File: config.mk
export PLATFORM = sky130hd
export DESIGN_NAME = uart_word_tx
export DESIGN_NICKNAME = d
export VERILOG_FILES = /design/src/rtl/uart_word_tx.sv
export SDC_FILE = /design/constraint.sdc
export NUM_CORES = 1
export LEC_CHECK = 0
export BUFFER_PORTS_ARGS = -buffer_cell sky130_fd_sc_hd__buf_2
export CAP_MARGIN = 20
export CORE_ASPECT_RATIO = 2
export CORE_MARGIN = 2
export CORE_UTILIZATION = 42
export CTS_CLUSTER_SIZE = 16
export DETAILED_ROUTE_END_ITERATION = 16
export GPL_ROUTABILITY_DRIVEN = 1
export PLACE_DENSITY = 0.61
export SLEW_MARGIN = 20
export SYNTH_ARGS = -nofsm -noshare
export SYNTH_HDL_FRONTEND = slang
export SYNTH_SLANG_ARGS = --single-unit
File: constraint.sdc
create_clock -name clk -period 2.5 [get_ports clk]
set_input_delay 0.5 -clock clk [delete_from_list [all_inputs] [get_ports clk]]
set_output_delay 0.5 -clock clk [all_outputs]
set_load 0.02 [all_outputs]
File: src/rtl/uart_word_tx.sv
`default_nettype none
// ============================================================================
// Module   : uart_word_tx
// Purpose  : UART transmitter for 32-bit words. A word accepted over a
//            valid/ready handshake is sent as WORD_BYTES consecutive serial
//            frames: least-significant byte first, each byte LSB-first,
//            followed by STOP_BITS stop bits. There is no idle gap between
//            the bytes of one word.
//
// Ports    : clk          - system clock, all logic on the rising edge
//            rst          - synchronous active-high reset
//            uart_tx_en   - transmit enable, gates acceptance of new words
//            tx_word[31:0]- word to send; bytes at or above WORD_BYTES ignored
//            tx_valid     - tx_word is valid
//            tx_ready     - a word can be accepted this cycle
//            uart_txd     - serial line, idle high, driven from a flop
//            uart_tx_busy - a word is in flight (FSM not idle)
//            word_done    - one-cycle pulse in the first idle cycle after
//                           the final stop bit of a word
//
// Options  : `define UART_WORD_TX_PARITY_EN inserts an even-parity bit after
//            the data bits of every frame (8E1 instead of 8N1).
//
// Revision : 1.0 - initial release
// ============================================================================
module uart_word_tx #(
  parameter int CLK_HZ     = 50000000,
  parameter int BIT_RATE   = 9600,
  parameter int WORD_BYTES = 4,
  parameter int STOP_BITS  = 1
) (
  input  logic        clk,
  input  logic        rst,
  input  logic        uart_tx_en,
  input  logic [31:0] tx_word,
  input  logic        tx_valid,
  output logic        tx_ready,
  output logic        uart_txd,
  output logic        uart_tx_busy,
  output logic        word_done
);

  // --------------------------------------------------------------------------
  // Derived constants
  // --------------------------------------------------------------------------
  localparam int CYCLES_PER_BIT = CLK_HZ / BIT_RATE;
  localparam int TMR_W          = (CYCLES_PER_BIT > 1) ? $clog2(CYCLES_PER_BIT) : 1;

  localparam logic [TMR_W-1:0] TMR_LAST  = TMR_W'(CYCLES_PER_BIT - 1);
  localparam logic [1:0]       LAST_BYTE = 2'(WORD_BYTES - 1);
  // The stop counter only needs to distinguish the first and second stop bit.
  localparam logic             STOP_LAST = (STOP_BITS > 1) ? 1'b1 : 1'b0;

  // --------------------------------------------------------------------------
  // FSM encoding
  // --------------------------------------------------------------------------
  localparam logic [2:0] ST_IDLE   = 3'd0;
  localparam logic [2:0] ST_START  = 3'd1;
  localparam logic [2:0] ST_DATA   = 3'd2;
`ifdef UART_WORD_TX_PARITY_EN
  localparam logic [2:0] ST_PARITY = 3'd3;
`endif
  localparam logic [2:0] ST_STOP   = 3'd4;

  // --------------------------------------------------------------------------
  // State
  // --------------------------------------------------------------------------
  logic [2:0]       state_q,     state_d;
  logic [TMR_W-1:0] bit_tmr_q,   bit_tmr_d;
  logic [2:0]       bit_idx_q,   bit_idx_d;
  logic [1:0]       byte_idx_q,  byte_idx_d;
  logic             stop_cnt_q,  stop_cnt_d;
  logic [7:0]       shreg_q,     shreg_d;
  // Bytes of the accepted word still waiting to be sent, next byte in [7:0].
  logic [23:0]      word_rest_q, word_rest_d;
  logic             txd_q,       txd_d;
  logic             word_done_q, word_done_d;

  logic bit_end;
  logic xfer;

  assign tx_ready     = (state_q == ST_IDLE) && uart_tx_en && !rst;
  assign xfer         = tx_valid && tx_ready;
  assign bit_end      = (bit_tmr_q == TMR_LAST);
  assign uart_txd     = txd_q;
  assign uart_tx_busy = (state_q != ST_IDLE);
  assign word_done    = word_done_q;

  // --------------------------------------------------------------------------
  // Next-state logic
  // --------------------------------------------------------------------------
  always_comb begin
    state_d     = state_q;
    bit_idx_d   = bit_idx_q;
    byte_idx_d  = byte_idx_q;
    stop_cnt_d  = stop_cnt_q;
    shreg_d     = shreg_q;
    word_rest_d = word_rest_q;
    word_done_d = 1'b0;

    // The bit timer free-runs in every non-idle state and wraps at the end
    // of each bit period; state changes happen only on the wrap cycle, so
    // every state entry starts with a fresh count of zero.
    if (state_q == ST_IDLE) begin
      bit_tmr_d = '0;
    end else if (bit_end) begin
      bit_tmr_d = '0;
    end else begin
      bit_tmr_d = bit_tmr_q + 1'b1;
    end

    case (state_q)
      ST_IDLE: begin
        if (xfer) begin
          state_d     = ST_START;
          byte_idx_d  = 2'd0;
          shreg_d     = tx_word[7:0];
          word_rest_d = tx_word[31:8];
        end
      end

      ST_START: begin
        if (bit_end) begin
          state_d   = ST_DATA;
          bit_idx_d = 3'd0;
        end
      end

      ST_DATA: begin
        if (bit_end) begin
          if (bit_idx_q == 3'd7) begin
`ifdef UART_WORD_TX_PARITY_EN
            state_d    = ST_PARITY;
`else
            state_d    = ST_STOP;
            stop_cnt_d = 1'b0;
`endif
          end else begin
            bit_idx_d = bit_idx_q + 3'd1;
          end
        end
      end

`ifdef UART_WORD_TX_PARITY_EN
      ST_PARITY: begin
        if (bit_end) begin
          state_d    = ST_STOP;
          stop_cnt_d = 1'b0;
        end
      end
`endif

      ST_STOP: begin
        if (bit_end) begin
          if (stop_cnt_q != STOP_LAST) begin
            stop_cnt_d = 1'b1;
          end else if (byte_idx_q != LAST_BYTE) begin
            // Back-to-back frame: next byte goes straight to its start bit.
            state_d     = ST_START;
            byte_idx_d  = byte_idx_q + 2'd1;
            shreg_d     = word_rest_q[7:0];
            word_rest_d = {8'h00, word_rest_q[23:8]};
          end else begin
            state_d     = ST_IDLE;
            word_done_d = 1'b1;
          end
        end
      end

      default: begin
        state_d = ST_IDLE;
      end
    endcase
  end

  // --------------------------------------------------------------------------
  // Line driver. The line level is derived from the current state and
  // registered, so the wire lags the FSM by exactly one cycle and can never
  // glitch on a combinational path.
  // --------------------------------------------------------------------------
  always_comb begin
    txd_d = 1'b1;
    case (state_q)
      ST_START:  txd_d = 1'b0;
      ST_DATA:   txd_d = shreg_q[bit_idx_q];
`ifdef UART_WORD_TX_PARITY_EN
      ST_PARITY: txd_d = ^shreg_q;
`endif
      default:   txd_d = 1'b1;
    endcase
  end

  // --------------------------------------------------------------------------
  // Registers
  // --------------------------------------------------------------------------
  always_ff @(posedge clk) begin
    if (rst) begin
      state_q     <= ST_IDLE;
      bit_tmr_q   <= '0;
      bit_idx_q   <= 3'd0;
      byte_idx_q  <= 2'd0;
      stop_cnt_q  <= 1'b0;
      shreg_q     <= 8'h00;
      word_rest_q <= 24'h000000;
      txd_q       <= 1'b1;
      word_done_q <= 1'b0;
    end else begin
      state_q     <= state_d;
      bit_tmr_q   <= bit_tmr_d;
      bit_idx_q   <= bit_idx_d;
      byte_idx_q  <= byte_idx_d;
      stop_cnt_q  <= stop_cnt_d;
      shreg_q     <= shreg_d;
      word_rest_q <= word_rest_d;
      txd_q       <= txd_d;
      word_done_q <= word_done_d;
    end
  end

endmodule
`default_nettype wire

### Word level (Yosys, flattened, before mapping)

Index checks and enable logic that the tools add are counted.

* $add $sub $neg: 3
* multiply operators: 0
* div/mod/pow operators: 0
* order comparisons: 1
* equal/unequal tests: 14
* shift-type cells: 0
* mux-type cells: 36
* bitwise operators: 2
* reductions and logical operators: 15

Operators by type and width (number)
* 24-bit 2-to-1 mux: 4
* 24-bit case mux with 2 select lines: 1
* 8-bit 2-to-1 mux: 4
* 3-bit 2-to-1 mux: 9
* 2-bit != test, second input constant: 9
* 8-bit case mux with 2 select lines: 1
* 13-bit by 1-bit adder with 13-bit output, second input constant: 1
* 13-bit equality test, second input constant: 1
* 3-bit case mux with 4 select lines: 1
* 2-bit 2-to-1 mux: 4
* 4-bit AND reduction: 2
* 1-bit 2-to-1 mux: 7
* 3-bit equality test, second input constant: 2
* 3-bit case mux with 2 select lines: 1
* 6-bit AND reduction: 1
* 2-bit nonzero test: 3
* 5-bit AND reduction: 1
* 3-bit by 4-bit < comparator with 1-bit output, second input constant: 1
* 1-bit case mux with 2 select lines: 2
* 2-bit case mux with 2 select lines: 1
* 4-bit OR reduction: 1
* 3-bit by 1-bit adder with 3-bit output, second input constant: 1
* 1-bit binary-select mux with 3-bit select: 1
* 3-bit by 1-bit equality test with 1-bit output, second input constant: 1
* other kinds (8): 11

* register bits after elaboration: 56
* bits in latches: 0
* bits in writable memories: 0
* memory bits (read-only): 0
* input bits: 36
* output and inout port bits: 4
* logic and storage cells: 80
* memories: 0

### Logic depth before layout (Yosys ltp)

Gate-level depths: netlist of run 1.

* depth after elaboration: 6
* gate-level depth with buffers: 7
* depth with buffers taken out: 6

### Least setup slack after synthesis of run 1

No wires, ideal clock.

* path kind: flip-flop to flip-flop
* start point: reg bit_tmr_q[0]
* end point: reg shreg_q[0]
* library setup time: 121 ps
* arrival: 1842 ps
* required time: 2379 ps
* path slack: 537 ps
* stages on the path, launching flop included: 7
* path buffers: 1
* period minus slack after synthesis: 1963 ps
* cells stage by stage: dfxtp_1 > ha_1 > and4b_1 > and4_1 > o2111ai_4 > buf_6 > mux2_4

* cells in the longest elaborated chain, start to end: 3

Ends and longest elaborated chain
* from (decl): RTL line 69 `logic [TMR_W-1:0] bit_tmr_q, bit_tmr_d;`
* from (signal assigned): RTL line 209 `bit_tmr_q <= bit_tmr_d;`
* 13-bit equality test: RTL line 84 `assign bit_end = (bit_tmr_q == TMR_LAST);`
* 2-bit != test (no line)
* 5-bit AND reduction (no line)
* to (signal assigned): RTL line 213 `shreg_q <= shreg_d;`
* to (decl): RTL line 73 `logic [7:0] shreg_q, shreg_d;`

Every way passes these cells.
A chain may end at the register's enable or synchronous reset.

### Worst setup path after layout of run 1

* start point: reg bit_tmr_q[0]
* end point: reg word_rest_q[1]

* cells in the longest elaborated chain, start to end: 3

Ends and longest elaborated chain
* 13-bit equality test: RTL line 84
* 2-bit != test (no line)
* 5-bit AND reduction (no line)
* to (signal assigned): RTL line 214 `word_rest_q <= word_rest_d;`
* to (decl): RTL line 75 `logic [23:0] word_rest_q, word_rest_d;`

Every way passes these cells.

==> results of run 1 <==
## routing by layer
metal  routed length, µm  share of wire [%]  up-vias  global-route usage (%)
li1                    -                  -     1099                       -
met1                2520                 46      971                    18.6
met2                2650                 48       46                    24.5
met3                 231                4.2        5                    3.42
met4                  76                1.4        0                    5.42
met5                   0                  0        -                       0
## state kept, by name (all words and copies together), names as in the netlist
register     flops
word_done        1
shreg_q          8
state_q          3
uart_txd         1
bit_tmr_q       13
byte_idx_q       2
bit_idx_q        3
word_rest_q     24
## stage by stage
stage | cells | setup WS [ns] | power, mW | util, % | hold slack [ns]
after floorplan | 298 | 0.537 | 1.81 | - | 0.441
after global placement | 414 | 0.452 | 1.93 | 46.7 | 0.456
after detailed placement | 414 | 0.403 | 1.96 | 46.7 | 0.473
after CTS | 422 | 0.392 | 2.65 | 48.9 | 0.440
after global routing | 422 | 0.246 | 2.76 | 48.9 | 0.450
final | 422 | 0.388 | 2.62 | 48.9 | 0.445
## power by group
group | leakage [nW] | switching, mW | internal [mW] | total, mW
clock | 0.0658 | 0.317 | 0.370 | 0.686
combinational | 0.835 | 0.332 | 0.431 | 0.763
sequential | 0.448 | 0.108 | 1.06 | 1.17
total | 1.35 | 0.757 | 1.86 | 2.62
## layout make-up
class	instances	share of cell area [%]
sequential	55	33.0
clock inverter	3	0.600
inverter	2	0.225
timing repair buffer	42	6.90
clock buffer	5	3.75
multi-input combinational	225	52.2
tap	90	3.37
## cell families (layout without fill, tap and decap cells)
group	Yosys count	count (layout)	share of synthesized area, %
buffers and inverters	18	52	3.12
DFF	55	55	37.6
adders and majority gates	4	4	1.71
and+or+nand+nor	136	136	25.5
xor gates and xnor gates	10	10	2.99
muxes	62	62	25.7
AOI/OAI and AO/OA	13	13	3.46
## worst paths after layout
check / startpoint / endpoint / slack [ns]
setup / recovery: bit_tmr_q[0] / word_rest_q[1] / 0.39
hold reg to reg: word_rest_q[18] / word_rest_q[18] / 0.48
hold / removal: tx_word[29] / word_rest_q[21] / 0.44
setup reg to reg: bit_tmr_q[0] / word_rest_q[1] / 0.39
## synth_stat cells, types with 2 or more instances
cell and count:
nand3_1 7, nor3_1 3, mux2i_1 35, nor3b_1 2, nor4_1 4, mux2_2 5, and4b_1 2, or2_2 3
nor2b_1 26, and3_1 2, buf_2 4, dfxtp_1 55, nand2b_1 15, o2111ai_1 2, nand2_1 19, a21oi_1 6
mux2_4 20, buf_6 2, clkbuf_1 9, nor2_1 40, mux4_2 2, inv_1 2, xor2_1 2, xnor2_1 8
or3_1 2, ha_1 4, nand4_1 2
## critical path, delay by kind of cell (launching register included)
kind | cells | cell delay (ns)
and+or+nand+nor | 2 | 0.50
muxes | 1 | 0.36
DFF | 1 | 0.35
buffers and inverters | 1 | 0.29
adders and majority gates | 1 | 0.27
AOI/OAI and AO/OA | 1 | 0.22
==> impl_metrics.env, run 1 <==
export IMPL_io_pin_count=40
export IMPL_drtIter0Drc=113
export IMPL_synth_seq_area_share_pct=37.6
export IMPL_post_cts_resize_count=0
export IMPL_synth_edf_count=0
export IMPL_cp_cell_sequence="ha_1 > and4b_1 > and4_1 > o2111ai_4 > buf_12 > mux2_2"
export IMPL_path_class="flop to flop"
export IMPL_rsz0062_at_grt="false"
export IMPL_placed_area_um2=3190
export IMPL_dieArea_um2=7700
export IMPL_die_y_um=122
export IMPL_dr_total_vias=2121
export IMPL_die_x_um=63.1
export IMPL_wl_per_cell_um=13.0
export IMPL_overflow=0
export IMPL_finalSetupViolations=0
export IMPL_numCtsBuffers=5
export IMPL_crit_path_max_fanout=35
export IMPL_rows=43
export IMPL_tightest_slew_ns=0.630
export IMPL_synthTopCellsByArea="dfxtp_1 38%, mux2i_1 12%, mux2_4 10%"
export IMPL_fin_skew_ns=0.00552
export IMPL_relSlewSlack_pct=58.0
export IMPL_avgSynthCellArea_um2=9.83
export IMPL_critPathLaunchType="flop"
export IMPL_ys_ff_latch=55
export IMPL_cp_required_ns=2.68
export IMPL_drt_vias_per_instance=5.03
export IMPL_ys_types=42
export IMPL_grt_max_degree=72
export IMPL_syn_to_final_growth_pct=14.0
export IMPL_power_density_nw_per_um2=784
export IMPL_drc=0
export IMPL_grt_pass1_wl_mm=9.16
export IMPL_synthesis_area_um2=2930
export IMPL_postCtsSetupBuffers=0
export IMPL_fill_cells=671
export IMPL_vdd_ir_drop_worst_v=0.000551
export IMPL_layout_commonest_cell="dfxtp_1"
export IMPL_postRouteAntennaNets=0
export IMPL_clk_latency_ns=0.29
export IMPL_gp_congestion=0.762
export IMPL_grt_pass1_vias=2025
export IMPL_diodes=0
export IMPL_end_kind="flop"
export IMPL_drtPass1Iterations=4
export IMPL_core_area_um2=6830
export IMPL_cts_clk_slew_worst_paths_ns=0.07
export IMPL_synth_warning_count=0
export IMPL_synthFlopType="dfxtp_1"
export IMPL_p_leak_nw=1.35
export IMPL_fin_crit_sh_pct=84.5
export IMPL_mostFrequentLayoutCells="55 x dfxtp_1, 40 x nor2_1, 39 x buf_2"
export IMPL_hp_class="primary input to flop"
export IMPL_track_usage_pct=14.8
export IMPL_antenna_found_initial=0
export IMPL_cts_tree="done"
export IMPL_multiInputGateArea_um2=1740
export IMPL_synth_top_area_share_pct=37.6
export IMPL_fin_area_um2=3340
export IMPL_critPathMaxStageDelay_ns=0.36
export IMPL_cts_sinks=55
export IMPL_h_tree_depth=2
export IMPL_yosysTopAreaCell="dfxtp_1"
export IMPL_maxCapViolations=0
export IMPL_status="complete, no violations"
export IMPL_crit_arrival_ns=2.30
export IMPL_clk_path_buf_depth=2
export IMPL_synthCells=298
export IMPL_finalSetupTns_ns=0
export IMPL_slowest_stage="mux2_2"
export IMPL_wl_mm=5.47
export IMPL_syn_nets=338
export IMPL_start_util_pct=42.9
export IMPL_async_reset_ff_share_pct=0
export IMPL_hold_violations=0
export IMPL_fin_nets=371
export IMPL_cts_root_buf="clkbuf_16"
export IMPL_final_layout_size_suffix_gt1_share_pct=26.2
export IMPL_rr_worst_depth=6
export IMPL_min_period_ns=2.11
export IMPL_whs_path_depth=3
export IMPL_place_hpwl_mm=3.86
export IMPL_maxSlewViolCount=0
export IMPL_ff_latch_area_um2=1100
export IMPL_hold_buffers=0
export IMPL_fmax_ghz=0.473
export IMPL_port_buffers=39
(Power assumes the default switching activity.)
==> inputs of run 2 (changes only) <==
--- a/config.mk
+++ b/config.mk
@@ -5,6 +5,7 @@
 export SDC_FILE = /design/constraint.sdc
 export NUM_CORES = 1
 export LEC_CHECK = 0
+export ABC_AREA = 1
 export BUFFER_PORTS_ARGS = -buffer_cell sky130_fd_sc_hd__buf_2
 export CAP_MARGIN = 20
 export CORE_ASPECT_RATIO = 2
@@ -13,7 +14,7 @@
 export CTS_CLUSTER_SIZE = 16
 export DETAILED_ROUTE_END_ITERATION = 16
 export GPL_ROUTABILITY_DRIVEN = 1
-export PLACE_DENSITY = 0.61
+export PLACE_DENSITY = 0.62
 export SLEW_MARGIN = 20
 export SYNTH_ARGS = -nofsm -noshare
 export SYNTH_HDL_FRONTEND = slang
==> constraint.sdc (replaced) <==
create_clock -name clk -period 2 [get_ports clk]
set_input_delay 0.4 -clock clk [delete_from_list [all_inputs] [get_ports clk]]
set_output_delay 0.4 -clock clk [all_outputs]
set_load 0.02 [all_outputs]
==> impl_metrics.env, run 2 <==
export IMPL_cts_root_buf="clkbuf_16"
export IMPL_cp_required_ns=2.19
export IMPL_grt_max_degree=70
export IMPL_synthFlopType="dfxtp_1"
export IMPL_diodes=0
export IMPL_die_x_um=61.6
export IMPL_power_share_sequential_pct=32.5
export IMPL_p_leak_nw=1.58
export IMPL_core_area_um2=6520
export IMPL_cts_clk_slew_worst_paths_ns=0.07
export IMPL_syn_nets=480
export IMPL_synth_seq_area_share_pct=39.6
export IMPL_cp_cell_sequence="ha_1 > ha_1 > nor2_1 > inv_1 > a21oi_1 > nand2_1 > o21ai_0 > nor2_1"
export IMPL_multiInputGateArea_um2=1350
export IMPL_port_buffers=39
export IMPL_ys_ff_latch=55
export IMPL_grt_pass1_vias=2140
export IMPL_postCtsSetupBuffers=0
export IMPL_power_net_switching_mw=2.00
export IMPL_avgSynthCellArea_um2=6.32
export IMPL_hold_buffers=0
export IMPL_place_hpwl_mm=3.65
export IMPL_fill_cells=737
export IMPL_fmax_ghz=0.591
export IMPL_cpLargestDelayFamily="compound AO/OA/AOI/OAI gates"
export IMPL_mostFrequentLayoutCells="128 x nand2_1, 84 x nor2_1, 57 x inv_1"
export IMPL_cts_sinks=55
export IMPL_synthCells=440
export IMPL_synth_top_area_share_pct=39.6
export IMPL_syn_to_final_growth_pct=15.0
export IMPL_drtIter0Drc=104
export IMPL_io_pin_count=40
export IMPL_tightest_slew_ns=0.451
export IMPL_rows=42
export IMPL_numCtsBuffers=5
export IMPL_internal_power_mw=2.82
export IMPL_drtPass1Iterations=6
export IMPL_synthTopCellsByArea="dfxtp_1 40%, nand2_1 17%, nor2_1 11%"
export IMPL_async_reset_ff_share_pct=0
export IMPL_crit_path_max_fanout=11
export IMPL_vdd_ir_drop_worst_v=0.000789
export IMPL_critPathMaxStageDelay_ns=0.40
export IMPL_synth_warning_count=0
export IMPL_finalSetupViolations=0
export IMPL_finalSetupTns_ns=0
export IMPL_postRouteAntennaNets=0
export IMPL_path_class="flop to flop"
export IMPL_h_tree_depth=2
export IMPL_p_clk_share_pct=20.7
export IMPL_regMostFlops="word_rest_q"
export IMPL_p_comb_share_pct=46.8
export IMPL_largest_reg_flops=24
export IMPL_antenna_found_initial=0
export IMPL_fin_skew_ns=0.0102
export IMPL_ys_top_cells_by_count="128 x nand2_1, 84 x nor2_1, 57 x inv_1, 55 x dfxtp_1, 34 x o21ai_0"
export IMPL_fin_crit_sh_pct=84.6
export IMPL_synth_edf_count=0
export IMPL_overflow=0
export IMPL_start_util_pct=42.7
export IMPL_critPathLaunchType="flop"
export IMPL_drc=0
export IMPL_dr_total_vias=2530
export IMPL_swShare_pct=41.4
export IMPL_wl_per_cell_um=9.66
export IMPL_clk_latency_ns=0.30
export IMPL_die_y_um=119
export IMPL_ff_latch_area_um2=1100
export IMPL_relSlewSlack_pct=70.0
export IMPL_maxCapViolations=0
export IMPL_fin_nets=513
export IMPL_cts_tree="done"
export IMPL_hp_class="primary input to flop"
export IMPL_worst_slack_ns=0.308
export IMPL_wl_mm=5.43
export IMPL_reg_largest_list="word_rest_q (24), bit_tmr_q (13), shreg_q (8)"
export IMPL_synthesis_area_um2=2780
export IMPL_min_period_ns=1.69
export IMPL_clk_path_buf_depth=2
export IMPL_hold_violations=0
export IMPL_power_density_nw_per_um2=1510
export IMPL_final_layout_size_suffix_gt1_share_pct=12.2
export IMPL_critical_path_buf_inv_count=1
export IMPL_maxSlewViolCount=0
export IMPL_end_kind="flop"
export IMPL_synth_most_common_cell="nand2_1"
export IMPL_slowest_stage="dfxtp_1"
export IMPL_ys_types=24
export IMPL_crit_arrival_ns=1.88
export IMPL_yosysTopAreaCell="dfxtp_1"
export IMPL_post_cts_resize_count=0
export IMPL_dieArea_um2=7330
export IMPL_status="complete, no violations"
export IMPL_pre_cts_ws_ns=0.327
export IMPL_gp_congestion=0.811
export IMPL_grt_pass1_wl_mm=9.29
export IMPL_track_usage_pct=16.3
export IMPL_rsz0062_at_grt="false"
export IMPL_layout_commonest_cell="nand2_1"
export IMPL_drt_vias_per_instance=4.50
-- run 2: changes by cell type after synthesis, sizes merged, moves of 26 or more --
cell	previous run	this run
mux2i	35	0
inv	2	59
nor2b	26	0
o21ai	2	34
nor2	40	85
nand2	19	129
-- run 2: power by group through the flow --
stage                     clock, mW  combinational [mW]  sequential (mW)
after floorplan                   0                1.94             1.57
after global placement            0                2.27             1.58
after detailed placement          0                2.27             1.59
after CTS                      1.03                2.29             1.57
after global routing           1.08                2.70             1.60
final                         0.999                2.25             1.57
-- run 2: cell families after synthesis --
logic type / after synthesis / share of synthesized area, %
AND/OR/NAND/NOR: 244 / 35.5
buffers and inverters: 77 / 11.8
flip-flops: 55 / 39.6
AO/OA/AOI/OAI: 59 / 11.0
adder cells (fa/ha/maj): 4 / 1.80
XOR/XNOR: 1 / 0.315
-- run 2: layer usage --
layer | vias up | global-route usage [%] | routed length [µm]
met5 | - | 0 | 0
met3 | 8 | 4.02 | 207
met1 | 1062 | 23.4 | 2810
li1 | 1416 | - | -
met4 | 0 | 7.18 | 123
met2 | 44 | 22.8 | 2290
-- run 2: final cells by class --
class,instances,share of cell area [%]
tap,88,3.44
timing repair buffer,44,7.67
clock inverter,2,1.21
clock buffer,6,4.03
sequential,55,34.4
inverter,59,6.92
multi-input combinational,308,42.3
-- run 2: final timing paths --
path	start	to	slack, ns	depth (start not counted)
hold / removal	rst	state_q[0]	0.31	2
setup / recovery	bit_idx_q[0]	bit_idx_q[1]	0.31	8
hold reg to reg	bit_tmr_q[0]	bit_tmr_q[0]	0.48	1
setup reg to reg	bit_idx_q[0]	bit_idx_q[1]	0.31	8
-- run 2: stage by stage --
step           std cells  util [%]  area [µm²]  hold WS, ns  total power [mW]
4_1_cts              562      49.1        3200        0.310              4.89
3_5_place_dp         554      46.5        3030        0.466              3.87
2_1_floorplan        440         -        2780        0.441              3.52
3_3_place_gp         554      46.5        3030        0.462              3.86
5_1_grt              562      49.1        3200        0.321              5.39
6_report             562      49.1        3200        0.312              4.82
==> inputs of run 3 (changes only) <==
--- a/config.mk
+++ b/config.mk
@@ -14,7 +14,7 @@
 export CTS_CLUSTER_SIZE = 16
 export DETAILED_ROUTE_END_ITERATION = 16
 export GPL_ROUTABILITY_DRIVEN = 1
-export PLACE_DENSITY = 0.62
+export PLACE_DENSITY = 0.64
 export SLEW_MARGIN = 20
 export SYNTH_ARGS = -nofsm -noshare
 export SYNTH_HDL_FRONTEND = slang
==> constraint.sdc (replaced) <==
create_clock -name clk -period 1.4 [get_ports clk]
set_input_delay 0.28 -clock clk [delete_from_list [all_inputs] [get_ports clk]]
set_output_delay 0.28 -clock clk [all_outputs]
set_load 0.02 [all_outputs]
==> impl_metrics.env, run 3 (same netlist as run 2, synthesis figures left out) <==
export IMPL_fmax_ghz=0.674
export IMPL_r2r_start="bit_tmr_q[1]"
export IMPL_place_inst=586
export IMPL_crit_arrival_ns=1.20
export IMPL_fin_crit_sh_pct=106
export IMPL_crit_path_end="tx_ready"
export IMPL_place_hpwl_mm=3.97
export IMPL_hold_violations=0
export IMPL_reg_largest_list="word_rest_q (24), bit_tmr_q (13), shreg_q (8)"
export IMPL_layout_commonest_cell="nand2_1"
export IMPL_grt_max_degree=41
export IMPL_antenna_found_initial=0
export IMPL_power_mw=7.78
export IMPL_die_y_um=119
export IMPL_track_usage_pct=16.7
export IMPL_cp_required_ns=1.12
export IMPL_violations="negative setup slack"
export IMPL_tightest_slew_ns=0.243
export IMPL_clk_path_buf_depth=2
export IMPL_worstSetupStartpoint="state_q[0]"
export IMPL_die_x_um=61.6
export IMPL_start_util_pct=42.7
export IMPL_finalSetupTns_ns=-1.47
export IMPL_p_leak_nw=1.81
export IMPL_vdd_ir_drop_worst_v=0.00133
export IMPL_path_class="flop to output port"
export IMPL_port_buffers=39
export IMPL_hp_class="primary input to flop"
export IMPL_finalSetupViolations=36
export IMPL_core_area_um2=6520
export IMPL_syn_to_final_growth_pct=35.7
export IMPL_postRouteAntennaNets=0
export IMPL_gp_congestion=0.790
export IMPL_final_cells=603
export IMPL_drtIter0Drc=88
export IMPL_final_util_pct=57.9
export IMPL_fin_area_um2=3770
export IMPL_end_kind="output port"
export IMPL_clk_latency_ns=0.29
export IMPL_placed_area_um2=3320
export IMPL_largest_reg_flops=24
export IMPL_wl_mm=5.99
export IMPL_ff_latch_area_um2=1110
export IMPL_maxSlewViolCount=0
export IMPL_numCtsBuffers=5
export IMPL_diodes=0
export IMPL_rsz0062_at_grt="true"
export IMPL_io_pin_count=40
export IMPL_relSlewSlack_pct=83.6
export IMPL_regMostFlops="word_rest_q"
export IMPL_pre_cts_ws_ns=-0.0383
export IMPL_drc=0
export IMPL_grt_pass1_wl_mm=9.78
export IMPL_hold_buffers=0
export IMPL_rrSetupSlack_ns=-0.07
export IMPL_drtPass1Iterations=4
export IMPL_crit_path_max_fanout=3
export IMPL_mostFrequentLayoutCells="120 x nand2_1, 77 x nor2_1, 49 x dfxtp_1"
export IMPL_r2r_end="word_rest_q[21]"
export IMPL_drt_vias_per_instance=4.50
export IMPL_grt_pass1_vias=2387
export IMPL_whs_ns=0.209
export IMPL_power_density_nw_per_um2=2060
export IMPL_min_period_ns=1.48
export IMPL_fin_nets=554
export IMPL_dieArea_um2=7330
export IMPL_wl_per_cell_um=9.93
export IMPL_cts_sinks=55
export IMPL_maxCapViolations=0
export IMPL_fin_skew_ns=0.00436
export IMPL_worst_slack_ns=-0.0830
export IMPL_h_tree_depth=2
export IMPL_critPathLaunchType="flop"
export IMPL_cts_clk_slew_worst_paths_ns=0.07
export IMPL_cts_tree="done"
export IMPL_dr_total_vias=2716
export IMPL_rr_worst_depth=9
export IMPL_multiInputGateArea_um2=1550
export IMPL_final_layout_size_suffix_gt1_share_pct=29.1
export IMPL_status="complete, but fails checks"
export IMPL_overflow=0
export IMPL_fill_cells=657
export IMPL_cts_root_buf="clkbuf_16"
export IMPL_rows=42
[run 3: worst min-delay path by stage]
stage | from | to | slack [ns] | cells past startpoint
3_3_place_gp | bit_tmr_q[0] | bit_tmr_q[0] | 0.43 | 1
3_5_place_dp | bit_tmr_q[0] | bit_tmr_q[0] | 0.43 | 1
2_1_floorplan | rst | state_q[0] | 0.34 | 1
4_1_cts | tx_word[31] | word_rest_q[23] | 0.21 | 3
6_report | tx_word[26] | word_rest_q[18] | 0.21 | 3
5_1_grt | tx_word[28] | word_rest_q[20] | 0.22 | 3
[run 3: layout make-up]
type	count	share of cell area, %
clock buffers	6	3.68
flip-flops and latches	55	29.4
inverters	59	5.87
multi-input cells	308	41.1
well taps	88	2.92
clock inverters	2	0.431
repair buffers	85	16.5
[run 3: repair_timing]
| action | 4_1_cts | 5_1_grt |
|---|---|---|
| setup endpoints to repair | 31 | 48 |
| setup buffers | 3 | 6 |
| pin swaps | 6 | 15 |
| resized for setup | 20 | 54 |
| gates cloned | 1 | 0 |
[run 3: critical path, stage by stage, from the launching register on]
cell and delay (ns):
dfxtp_2 0.34, nor2_4 0.11, inv_2 0.05, nor2_2 0.11
inv_2 0.06, nor2_1 0.10, buf_4 0.14
[run 3: where the power goes]
group	internal, mW	switching [mW]	leakage (nW)
Combinational	1.73	2.49	1.28
Sequential	2.09	0.173	0.454
Clock	0.716	0.582	0.0731
Total	4.54	3.25	1.81
[run 3: metal layers]
layer / vias up / GRT usage [%] / routed length [µm]
met5: - / 0 / 0
met4: 0 / 5.19 / 82
met3: 6 / 2.71 / 202
met2: 49 / 26.6 / 2880
met1: 1154 / 22.6 / 2830
li1: 1507 / - / -
